<file path="config.mk">
export PLATFORM = sky130hd
export DESIGN_NAME = tt_sweep_top
export DESIGN_NICKNAME = d
export VERILOG_FILES = /design/src/rtl/tt_pkg.sv /design/src/rtl/tt_func_unit.sv /design/src/rtl/tt_sweep_top.sv /design/src/rtl/truth_table_sweeper.sv
export SDC_FILE = /design/constraint.sdc
export NUM_CORES = 1
export LEC_CHECK = 0
export CORE_MARGIN = 2
export CORE_UTILIZATION = 40
export CTS_CLUSTER_SIZE = 40
export DETAILED_ROUTE_END_ITERATION = 8
export MAX_ROUTING_LAYER = met4
export PLACE_DENSITY = 0.69
export SYNTH_ARGS = -nofsm -noshare
export SYNTH_HDL_FRONTEND = slang
export SYNTH_SLANG_ARGS = --single-unit
</file>
<file path="constraint.sdc">
create_clock -name clk -period 4.9 [get_ports clk]
set_input_delay 0.98 -clock clk [delete_from_list [all_inputs] [get_ports clk]]
set_output_delay 0.98 -clock clk [all_outputs]
set_load 0.05 [all_outputs]
</file>
<file path="src/rtl/tt_pkg.sv">
// ============================================================================
//  Module   : tt_pkg
//  Purpose  : Shared types, sizing helpers and golden tables for the
//             truth-table sweeper and its lab harness.
//  Revision : 1.0 - initial release
// ============================================================================
`default_nettype none

package tt_pkg;

  // Sweeper FSM states
  typedef enum logic [1:0] {
    IDLE   = 2'd0,
    DRIVE  = 2'd1,
    SAMPLE = 2'd2,
    DONE   = 2'd3
  } tt_state_e;

  // Golden truth table of the lab function unit, bit i = z for vector i
  localparam logic [31:0] TT_PRATICA_I = 32'hFF141414;

  // Size of the vector space for an n-input function
  function automatic int tt_depth(input int n);
    return 1 << n;
  endfunction

  // Settle counter width; it must be able to hold the value SETTLE
  function automatic int tt_cnt_w(input int settle);
    return (settle < 1) ? 1 : $clog2(settle + 1);
  endfunction

endpackage

`default_nettype wire

</file>
<file path="src/rtl/tt_func_unit.sv">
// ============================================================================
//  Module   : tt_func_unit
//  Purpose  : Five-input lab function unit; z is 1 when a and b are both
//             high, or when exactly one of c/d is high and e is low.
//  Revision : 1.0 - initial release
// ============================================================================
`default_nettype none

module tt_func_unit (
  input  logic a,
  input  logic b,
  input  logic c,
  input  logic d,
  input  logic e,
  output logic z
);

  assign z = (a & b) | ((c ^ d) & ~e);

endmodule

`default_nettype wire

</file>
<file path="src/rtl/tt_sweep_top.sv">
// ============================================================================
//  Module   : tt_sweep_top
//  Purpose  : Lab harness pairing the sweeper with the 5-input function
//             unit; vec drives {a,b,c,d,e} with a as the MSB.
//  Revision : 1.0 - initial release
// ============================================================================
`default_nettype none

module tt_sweep_top
  import tt_pkg::*;
#(
  parameter int SETTLE = 2
) (
  input  logic        clk,
  input  logic        rst_n,
  input  logic        start,
  input  logic [31:0] expected,
  output logic [4:0]  vec,
  output logic        busy,
  output logic        done,
  output logic [31:0] table_out,
  output logic [5:0]  ones,
  output logic        mismatch,
  output logic [4:0]  first_err,
  output logic [5:0]  err_count
);

  logic w_z;

  truth_table_sweeper #(
    .N_IN   (5),
    .SETTLE (SETTLE)
  ) u_sweep (
    .clk       (clk),
    .rst_n     (rst_n),
    .start     (start),
    .expected  (expected),
    .z         (w_z),
    .vec       (vec),
    .busy      (busy),
    .done      (done),
    .table_out (table_out),
    .ones      (ones),
    .mismatch  (mismatch),
    .first_err (first_err),
    .err_count (err_count)
  );

  tt_func_unit u_fu (
    .a (vec[4]),
    .b (vec[3]),
    .c (vec[2]),
    .d (vec[1]),
    .e (vec[0]),
    .z (w_z)
  );

endmodule

`default_nettype wire

</file>
<file path="src/rtl/truth_table_sweeper.sv">
// ============================================================================
//  Module   : truth_table_sweeper
//  Purpose  : Steps a combinational N_IN-input function unit through every
//             input vector, samples z after a settle interval, builds the
//             truth table and checks it against a latched golden table.
//  Revision : 1.0 - initial release
// ============================================================================
`default_nettype none

module truth_table_sweeper
  import tt_pkg::*;
#(
  parameter int N_IN   = 5,
  parameter int SETTLE = 2,    // must be >= 1
  localparam int DEPTH = tt_depth(N_IN),
  localparam int CNT_W = tt_cnt_w(SETTLE)
) (
  input  logic             clk,
  input  logic             rst_n,
  input  logic             start,
  input  logic [DEPTH-1:0] expected,
  input  logic             z,
  output logic [N_IN-1:0]  vec,
  output logic             busy,
  output logic             done,
  output logic [DEPTH-1:0] table_out,
  output logic [N_IN:0]    ones,
  output logic             mismatch,
  output logic [N_IN-1:0]  first_err,
  output logic [N_IN:0]    err_count
);

  localparam logic [N_IN-1:0]  IDX_LAST = N_IN'(DEPTH - 1);
  localparam logic [CNT_W-1:0] CNT_LAST = CNT_W'(SETTLE - 1);
  localparam logic [CNT_W-1:0] CNT_ONE  = CNT_W'(1);
  localparam logic [N_IN-1:0]  IDX_ONE  = N_IN'(1);
  localparam logic [N_IN:0]    STAT_MAX = (N_IN + 1)'(DEPTH);
  localparam logic [N_IN:0]    STAT_ONE = (N_IN + 1)'(1);

  tt_state_e        state_q;
  logic [DEPTH-1:0] exp_q;
  logic [DEPTH-1:0] table_q;
  logic [N_IN-1:0]  idx_q;
  logic [CNT_W-1:0] cnt_q;
  logic [N_IN:0]    ones_q;
  logic [N_IN:0]    err_count_q;
  logic             mismatch_q;
  logic [N_IN-1:0]  first_err_q;
  logic             busy_q;
  logic             done_q;

  logic             z_bad;
  logic [N_IN:0]    ones_d;
  logic [N_IN:0]    err_count_d;
  logic             mismatch_d;
  logic [N_IN-1:0]  first_err_d;

  // Statistics update for the vector currently being sampled; the counters
  // saturate at DEPTH so a full sweep can never wrap them.
  always_comb begin
    z_bad       = z ^ exp_q[idx_q];
    ones_d      = ones_q;
    err_count_d = err_count_q;
    mismatch_d  = mismatch_q;
    first_err_d = first_err_q;
    if (z && (ones_q != STAT_MAX)) begin
      ones_d = ones_q + STAT_ONE;
    end
    if (z_bad) begin
      if (err_count_q != STAT_MAX) begin
        err_count_d = err_count_q + STAT_ONE;
      end
      if (!mismatch_q) begin
        mismatch_d  = 1'b1;
        first_err_d = idx_q;
      end
    end
  end

  // Sweep sequencer: IDLE -> (DRIVE^SETTLE -> SAMPLE)^DEPTH -> DONE -> IDLE
  always_ff @(posedge clk or negedge rst_n) begin
    if (!rst_n) begin
      state_q     <= IDLE;
      exp_q       <= '0;
      table_q     <= '0;
      idx_q       <= '0;
      cnt_q       <= '0;
      ones_q      <= '0;
      err_count_q <= '0;
      mismatch_q  <= 1'b0;
      first_err_q <= '0;
      busy_q      <= 1'b0;
      done_q      <= 1'b0;
    end else begin
      case (state_q)
        IDLE: begin
          if (start) begin
            exp_q       <= expected;
            table_q     <= '0;
            ones_q      <= '0;
            err_count_q <= '0;
            mismatch_q  <= 1'b0;
            first_err_q <= '0;
            idx_q       <= '0;
            cnt_q       <= '0;
            busy_q      <= 1'b1;
            state_q     <= DRIVE;
          end
        end
        DRIVE: begin
          cnt_q <= cnt_q + CNT_ONE;
          if (cnt_q == CNT_LAST) begin
            state_q <= SAMPLE;
          end
        end
        SAMPLE: begin
          table_q[idx_q] <= z;
          ones_q         <= ones_d;
          err_count_q    <= err_count_d;
          mismatch_q     <= mismatch_d;
          first_err_q    <= first_err_d;
          // Last-vector test comes first so idx never wraps past DEPTH-1
          if (idx_q == IDX_LAST) begin
            done_q  <= 1'b1;
            state_q <= DONE;
          end else begin
            idx_q   <= idx_q + IDX_ONE;
            cnt_q   <= '0;
            state_q <= DRIVE;
          end
        end
        DONE: begin
          done_q  <= 1'b0;
          busy_q  <= 1'b0;
          state_q <= IDLE;
        end
        default: begin
          state_q <= IDLE;
        end
      endcase
    end
  end

  assign vec       = idx_q;
  assign busy      = busy_q;
  assign done      = done_q;
  assign table_out = table_q;
  assign ones      = ones_q;
  assign mismatch  = mismatch_q;
  assign first_err = first_err_q;
  assign err_count = err_count_q;

endmodule

`default_nettype wire

</file>
Yosys cells after proc, flatten, opt, wreduce, memory -nomap -nowiden. Index checks and enable logic that the tools add are counted.

$add $sub $neg: 4. $mul: 0. Div/mod/pow operators: 0. Order comparisons: 2. Equality and inequality tests: 15. Shift-type cells: 0. Mux-type cells: 33. Bitwise gates (word level): 6. Reductions and logical operators: 18.

Operator list (number): one-hot mux 32 bit (2 select lines) (1); bitwise mux 32 bit (1); two-way mux 32 bit (1); two-way mux 6 bit (4); one-hot mux 6 bit (2 select lines) (2); two-way mux 5 bit (4); one-hot mux 5 bit (2 select lines) (2); adder 6 x 1 -> 6 bit, second input constant (2); inequality test 6 bit, second input constant (2); AND reduction 3 bit (4); two-way mux 2 bit (5); inequality test 2 x 1 -> 1 bit, second input constant (5); AND reduction 2 bit (5); one-hot mux 2 bit (4 select lines) (1); AND reduction 4 bit (2); < comparator 5 x 6 -> 1 bit, second input constant (1); two-way mux 1 bit (6); inequality test 2 bit, second input constant (3); one-hot mux 1 bit (2 select lines) (3); one-hot mux 2 bit (3 select lines) (1); nonzero test 2 bit (3); adder 5 x 1 -> 5 bit, second input constant (1); binary-select mux 1 bit (select 5 bit) (1); demux 1 bit (select 5 bit) (1); 12 further kinds (17).

Register bits: 93. Bits in latches: 0. Memory bits (writable): 0. ROM bits: 0. Input port bits: 35. Output and inout bits: 57. Logic and storage cells: 89. Memories: 0.

Depth between registers and ports, before layout. Gate-level depths: netlist of the first run.

Depth after elaboration: 6. Gate-level depth with buffers: 10. Depth with buffers taken out: 7.

By module. From an unflattened synthesis of the first run, not the netlist that was laid out.

Cell total of the unflattened synthesis: 516. Area total of the unflattened synthesis: 4668.2 um2.

Modules (own cells, without submodules): truth_table_sweeper (instances 1, cells each 513, area each 4650.7 um2, seq. area each 2327.2 um2); tt_func_unit (instances 1, cells each 3, area each 17.5 um2, seq. area each 0.0 um2).

Least setup slack after synthesis of the first run. Ideal clock, no wire load.

Path type: register to register. From: reg u_sweep.idx_q[0], in the netlist u_sweep.vec[0]. To: reg u_sweep.err_count_q[0], in the netlist u_sweep.err_count[0]. Library setup time: 0.125 ns. Data arrival time: 2.148 ns. Required time: 4.775 ns. Path slack: 2.627 ns. Cell stages (with the launch flop): 9. Path buffers: 1. Period minus slack after synthesis: 2.273 ns. Cell sequence: dfrtp_1 buf_6 mux4_2 and2_1 o211ai_2 nand4_2 xnor2_4 o21ai_1 mux2_2.

Longest elaborated chain between the ends: 6. Elaborated cells between the ends (all ways): 8. Classes of those cells: eq/ne: 1; mux: 2; bitwise: 4; reduce/logical: 1.

RTL lines: start: declaration (RTL line truth_table_sweeper.sv:43) `logic [N_IN-1:0] idx_q;`; start signal: assignment (RTL line truth_table_sweeper.sv:127) `idx_q <= idx_q + IDX_ONE;`; branches (longest 3 deep; another with binary-select mux 1 bit (select 5 bit)); bitwise XOR 1 bit (*) (RTL line truth_table_sweeper.sv:61) `z_bad = z ^ exp_q[idx_q];`; inequality test 2 x 1 -> 1 bit (no source line) (*); AND reduction 4 bit (no source line) (*); end signal: assignment (RTL line truth_table_sweeper.sv:119) `err_count_q <= err_count_d;`; end: declaration (RTL line truth_table_sweeper.sv:46) `logic [N_IN:0] err_count_q;`.

Mark *: on every way between the ends. The select of a mux whose other input is x is not followed. A chain may end at the register's enable or synchronous reset.

Final worst setup path of the first run.
From: reg u_sweep.idx_q[0], in the netlist u_sweep.vec[0]. To: out vec[0].

RTL lines: end: declaration (RTL line tt_sweep_top.sv:18) `output logic [4:0] vec,`.

No word-level cell between the ends.

==> results of run 1 <==
-- cell usage in the layout, fill, tap and decap left out, drive strengths merged, types with 4 or more instances in the layout --
cell type,count
nand2,130
dfrtp,93
clkdlybuf4s50,90
o211ai,25
o21ai,23
o31ai,21
mux2i,15
nor2,15
clkbuf,13
ha,11
nand3,10
inv,10
a22o,9
a21oi,7
or4,5
buf,5
xor2,4
nand3b,4
mux2,4
-- final cells by class --
cell class,count,area (um^2),area share [%]
multi-input cells,326,1990,34.7
flip-flops and latches,93,2330,40.5
repair buffers,95,938,16.3
clock inverters,3,20.0,0.348
inverters,10,37.5,0.652
clock buffers,13,260,4.52
well taps,140,175,3.04
-- cell families (layout without fill, tap and decap cells) --
kind of cell | count (synthesis) | count (layout) | share of synthesized area [%]
AO/OA/AOI/OAI | 98 | 98 | 15.3
adder cells (fa/ha/maj) | 11 | 11 | 3.03
multiplexers | 21 | 21 | 5.38
XOR/XNOR | 5 | 5 | 1.38
buffers and inverters | 48 | 121 | 4.85
flip-flops | 93 | 93 | 51.3
AND/OR/NAND/NOR | 191 | 191 | 18.8
-- synthesized netlist by cell type, types with 3 or more instances --
library cell  number  area, um^2
nor3_1             3        15.0
inv_1              9        33.8
a31oi_1            3        18.8
o21ai_0           18        90.1
nand3b_1           4        30.0
a22o_1             9        78.8
nand4b_1           3        26.3
and3_1             3        18.8
dfrtp_1           93        2330
o211ai_1          24         180
buf_1              7        26.3
buf_4              5        37.5
mux2i_1           15         150
o31ai_1           21         158
clkbuf_1          19        71.3
nand2_1          130         488
a21oi_1            7        35.0
nor2_1            15        56.3
or4_1              5        37.5
nor2b_1            3        18.8
nand3_1           10        50.1
ha_1              11         138
buf_2              5        25.0
o22ai_1            3        18.8
xor2_1             4        35.0
o21ai_1            5        25.0
-- worst reg2reg max path: stages, from the launching register on --
cell and delay [ns]:
dfrtp_1 0.98, mux4_2 0.61, and2_1 0.18, o211ai_2 0.17, nand4_2 0.17, xnor2_4 0.44, o21ai_1 0.14, mux2_2 0.27
-- worst paths after layout --
check	startpoint	endpoint	slack (ns)	depth (start not counted)
max	u_sweep.vec[0]	vec[0]	1.62	1
min	u_sweep.exp_q[10]	u_sweep.exp_q[10]	0.47	2
max reg2reg	u_sweep.vec[0]	u_sweep.err_count[0]	1.81	7
min reg2reg	u_sweep.exp_q[10]	u_sweep.exp_q[10]	0.47	2
max in group asynchronous	rst_n	u_sweep.table_out[26]	3.21	2
min in group asynchronous	rst_n	u_sweep.err_count[2]	0.65	1
-- flip-flops by register name, summed over array words and instances (netlist names) --
signal             cells
u_sweep.busy           1
u_sweep.cnt_q          2
u_sweep.done           1
u_sweep.err_count      6
u_sweep.exp_q         32
u_sweep.first_err      5
u_sweep.mismatch       1
u_sweep.ones           6
u_sweep.state_q        2
u_sweep.table_out     32
u_sweep.vec            5
-- layer usage --
layer,GRT usage (%),vias up
met5,-,-
met4,3.92,0
met3,3.24,5
met2,27.2,96
met1,24.8,1752
li1,-,1762
-- power by group through the flow --
stage	clock, mW	combinational [mW]	sequential [mW]
2_1_floorplan	0	0.0660	0.946
3_3_place_gp	0	0.261	0.865
3_5_place_dp	0	0.267	0.866
4_1_cts	0.659	0.268	0.852
5_1_grt	0.692	0.285	0.859
6_report	0.653	0.264	0.852
==> impl_results.md, run 1 <==
* Routed WL at between 10,000 and 15,000 um
* RD Place Congestion at 0.799
* Residual DRC at 0
* CTS tree: done
* Seq pwr share at 48.1%
* #FFs+latches synth at 93
* Finished Cell Area at between 0.005 and 0.006 mm^2
* # clock sinks at 93
* Synthesized net count at 513
* CP delay by family, top: buffers and inverters
* Ys async rst share at 100%
* Comb power frac at 14.9%
* Grt ovf at 0
* Fin. max-slew vios at 0
* EDFF count, synth at 0
* Outcome: finished, final reports clean
* CP Capture Type: output port
* Chip Height at about 110 um
* Arr. time, crit path at ~2.3 ns
* Drt first pass iters at 4
* Core area at 0.0109 mm^2
* Clock power share at 36.9%
* Worst-Skew Late Latency at roughly 0.33 ns
* Number of global-route vias before repair at 3,436
* Placed cell area at 0.00547 mm^2
* CTS Buffer Depth at 2
* Via Count at 3,615
* DR WL/cell at 15.4 um
* FILL cells at between 1,000 and 1,500
* Dpl ws at ~1.8 ns
* Chip width at approximately 110 um
* Share of layout cells above drive strength 1 at 6.30%
* Worst EP required at 3.92 ns
* Switching part of the total at 27.5%
* Final std cells w/o fill at just under 700
* Part of the cycle the worst path needs at 67.0%
* Power Internal at about 1.3 mW
* Initial antenna violation count at 0
* Fin Clk Skew at just under 0.008 ns
* Initial Utilization at 41.5%
* Hold Path Class: reg -> reg
* Synthesized instance count at 467
* Setup crit start kind: flop
* Number of hold buffers added after cts at 0
* Main synth FF type: dfrtp_1
* Net switching power at 486 uW
* Slack of the critical path at 1.62 ns
* Maximum operating frequency at 305 MHz
* Detailed Place HPWL at roughly 7300 um
* Critical path fanouts, max at 22
* Vias/cell at between 5 and 6
* M1 WL at 5090 um
* Post-CTS Setup Bufs at 0
* CP peak stage delay at 0.99 ns
* Detail Route Antenna Nets at 0
* Total track usage at 17.7%
* Post-Syn Area at between 0.004 and 0.005 mm^2
* Placed cell count at 664
* Synth warn at 0
* Met2 routed WL at 4900 um
* Static Leak at 2.47 nW
* Highest Signal Layer: met4
* MaxCap Viol Count at 0
* Power per cell area at between 300 and 400 mW/mm^2
* Initial DRC Count at 201
* Fin util at 52.6%
* Met3 wire length at 443 um
* First-pass GRT wire length at between 15,000 and 20,000 um
* I/O Buffers at 91
* Design Power at 1.77 mW
* I/O pin count at 92
* Final setup viols at 0
* Setup TNS at 0 ns
* Core Rows at 38
* N_diodes at 0
* Final hold vios at 0
* CTS clock-pin slew for the worst setup and hold paths at 0.07 ns
* VDD IR max at 162 uV
* Yosys cell types at 50
* Layout net count at roughly 580
* Critical path type: reg -> out
* Rel. slew slack at 35.0%
* Largest net degree at the start of global routing at between 60 and 70
* Worst-Margin Slew at 0.974 ns
* Seq/Total Area, Yosys at 51.3%
* Total CTS buffers at 9
* Hold slack at 0.473 ns
* CP max-delay cell: clkdlybuf4s50_1
* Cell Chain, Critical Path: clkdlybuf4s50_1
* Buf+Inv Stages, Crit Path at 1
* CTS root buf: clkbuf_16
* Resize count post-CTS at 0
* H-tree Lvls at 3
* Area grow syn2layout at 26.8%
* Area of the die at 0.0122 mm^2
* Syn Area/Cell at just under 10 um^2
* RSZ-0062 raised after global routing: no
* Fin crit period at 3.28 ns
Power figures use the tool's default switching activity.
==> inputs of run 2 (changes only) <==
--- a/config.mk
+++ b/config.mk
@@ -10,7 +10,7 @@
 export CTS_CLUSTER_SIZE = 40
 export DETAILED_ROUTE_END_ITERATION = 8
 export MAX_ROUTING_LAYER = met4
-export PLACE_DENSITY = 0.69
+export PLACE_DENSITY = 0.71
 export SYNTH_ARGS = -nofsm -noshare
 export SYNTH_HDL_FRONTEND = slang
 export SYNTH_SLANG_ARGS = --single-unit
==> constraint.sdc (replaced) <==
create_clock -name clk -period 2.75 [get_ports clk]
set_input_delay 0.55 -clock clk [delete_from_list [all_inputs] [get_ports clk]]
set_output_delay 0.55 -clock clk [all_outputs]
set_load 0.05 [all_outputs]
==> run 2 against run 1 <==
First-iteration DRC count rose by 16%. Clock power is 72% higher. Sequential cell count did not move. Final cell count up 2.1%.
==> impl_results.md, run 2 (same netlist as run 1, synthesis figures left out) <==
* Buf+Inv Stages, Crit Path at 1
* Grt met1 use at 24.1%
* Worst-Skew Late Latency at 0.33 ns
* Initial DRC Count at around 230
* CP max-delay cell: dfrtp_1
* CTS root buf: clkbuf_16
* Initial antenna violation count at 0
* Cell Chain, Critical Path: buf_4 > mux2_1 > a2bb2oi_1 > a41oi_2 > nand4_2 > xnor2_4 > o21ai_1 > mux2_2
* H-tree Lvls at 3
* First-pass GRT wire length at 17,700 um
* Initial Utilization at ~41%
* I/O Buffers at 91
* Largest net degree at the start of global routing at slightly below 60
* Outcome: finished, final reports clean
* I/O pin count at 92
* Placed cell area at 0.00560 mm^2
* CTS tree: done
* Gr busiest metal: met2
* Hold Path Class: in -> async
* Critical path fanouts, max at 18
* Resize count post-CTS at 0
* DR WL/cell at 15.5 um
* RSZ-0062 raised after global routing: no
* Grt ovf at 0
* Met3 Track Usage GR at 3.18%
* Fin crit period at 2.54 ns
* Finished Cell Area at about 0.006 mm^2
* N_diodes at 0
* Worst EP required at 2.96 ns
* Power per cell area at between 500 and 600 mW/mm^2
* Chip width at 111 um
* MaxCap Viol Count at 0
* CTS clock-pin slew for the worst setup and hold paths at 0.06 ns
* Drt first pass iters at 4
* Static Leak at 2.54 nW
* Setup TNS at 0 ns
* Via Count at 3,714
* Met2 usage at 28.4%
* Critical path type: reg -> reg
* Area grow syn2layout at 29.2%
* Total CTS buffers at 9
* RD Place Congestion at 0.858
* VDD IR max at 320 uV
* Fin. max-slew vios at 0
* Total track usage at 18.0%
* Core Rows at 38
* Commonest cells after routing, fill and taps aside: nand2_1, dfrtp_1, clkdlybuf4s50_1
* Residual DRC at 0
* CTS Buffer Depth at 2
* Detail Route Antenna Nets at 0
* Core area at 0.0109 mm^2
* CP peak stage delay at about 0.46 ns
* CP Capture Type: flop
* Final setup viols at 0
* Routed WL at about 11,000 um
* Rel. slew slack at 51.1%
* Detailed Place HPWL at 7870 um
* Setup crit start kind: flop
* Final hold vios at 0
* Design Power at 3.11 mW
* Post-CTS Setup Bufs at 0
* Worst-Margin Slew at 0.734 ns
* Number of global-route vias before repair at 3,618
* Area of the die at 0.0122 mm^2
* Share of layout cells above drive strength 1 at 9.03%
* # clock sinks at 93
* Vias/cell at 5.35
* CP delay by family, top: multiplexers
* Number of hold buffers added after cts at 0
* Fin Clk Skew at 0.00456 ns
* Layout net count at 596
* Chip Height at between 100 and 150 um
* Part of the cycle the worst path needs at about 92%
* Arr. time, crit path at roughly 2.8 ns
* Most common cell after layout, fill and taps aside: nand2_1
* Maximum operating frequency at 393 MHz
[run 2: changes by cell type in the layout (fill, tap and decap cells not counted)]
cell / previous run / this run
buf_12: 0 / 1
buf_4: 5 / 20
clkbuf_1: 2 / 1
clkbuf_8: 2 / 1
clkdlybuf4s50_1: 90 / 89
clkinv_2: 1 / 2
[run 2: worst paths after layout]
path | cells after the start | slack [ns] | start | end
max in group asynchronous | 2 | 1.83 | rst_n | u_sweep.table_out[26]
max reg2reg | 8 | 0.21 | u_sweep.vec[0] | u_sweep.err_count[0]
max | 8 | 0.21 | u_sweep.vec[0] | u_sweep.err_count[0]
min in group clk | 2 | 0.47 | u_sweep.exp_q[11] | u_sweep.exp_q[11]
min reg2reg | 2 | 0.47 | u_sweep.exp_q[11] | u_sweep.exp_q[11]
min | 1 | 0.28 | rst_n | u_sweep.err_count[4]
[run 2: final cells by class]
class                   count  area, um^2
repair buffers            110        1060
flip-flops and latches     93        2330
clock inverters             4        25.0
well taps                 140         175
fillers                   996        5070
multi-input cells         326        1990
clock buffers              11         243
inverters                  10        37.5
[run 2: through the flow]
| stage | hold WS (ns) | setup slack (ns) | utilization (%) | std cells |
|---|---|---|---|---|
| 4_1_cts | 0.303 | 0.189 | 53.6 | 694 |
| 6_report | 0.277 | 0.207 | 53.6 | 694 |
| 2_1_floorplan | 0.254 | 0.477 | - | 467 |
| 3_3_place_gp | 0.466 | 0.286 | 51.2 | 679 |
| 5_1_grt | 0.340 | 0.0308 | 53.6 | 694 |
| 3_5_place_dp | 0.462 | 0.194 | 51.2 | 679 |
[run 2: report_power, final]
group / leakage [nW] / switching [mW] / internal (mW)
Sequential: 1.09 / 0.0801 / 1.44
Combinational: 1.33 / 0.284 / 0.189
Clock: 0.127 / 0.490 / 0.629
[run 2: routing by layer]
metal	share of wire, %	wire length [um]
met3	4.8	516
met5	0	0
met1	45	4870
met2	49	5240
met4	1.2	126
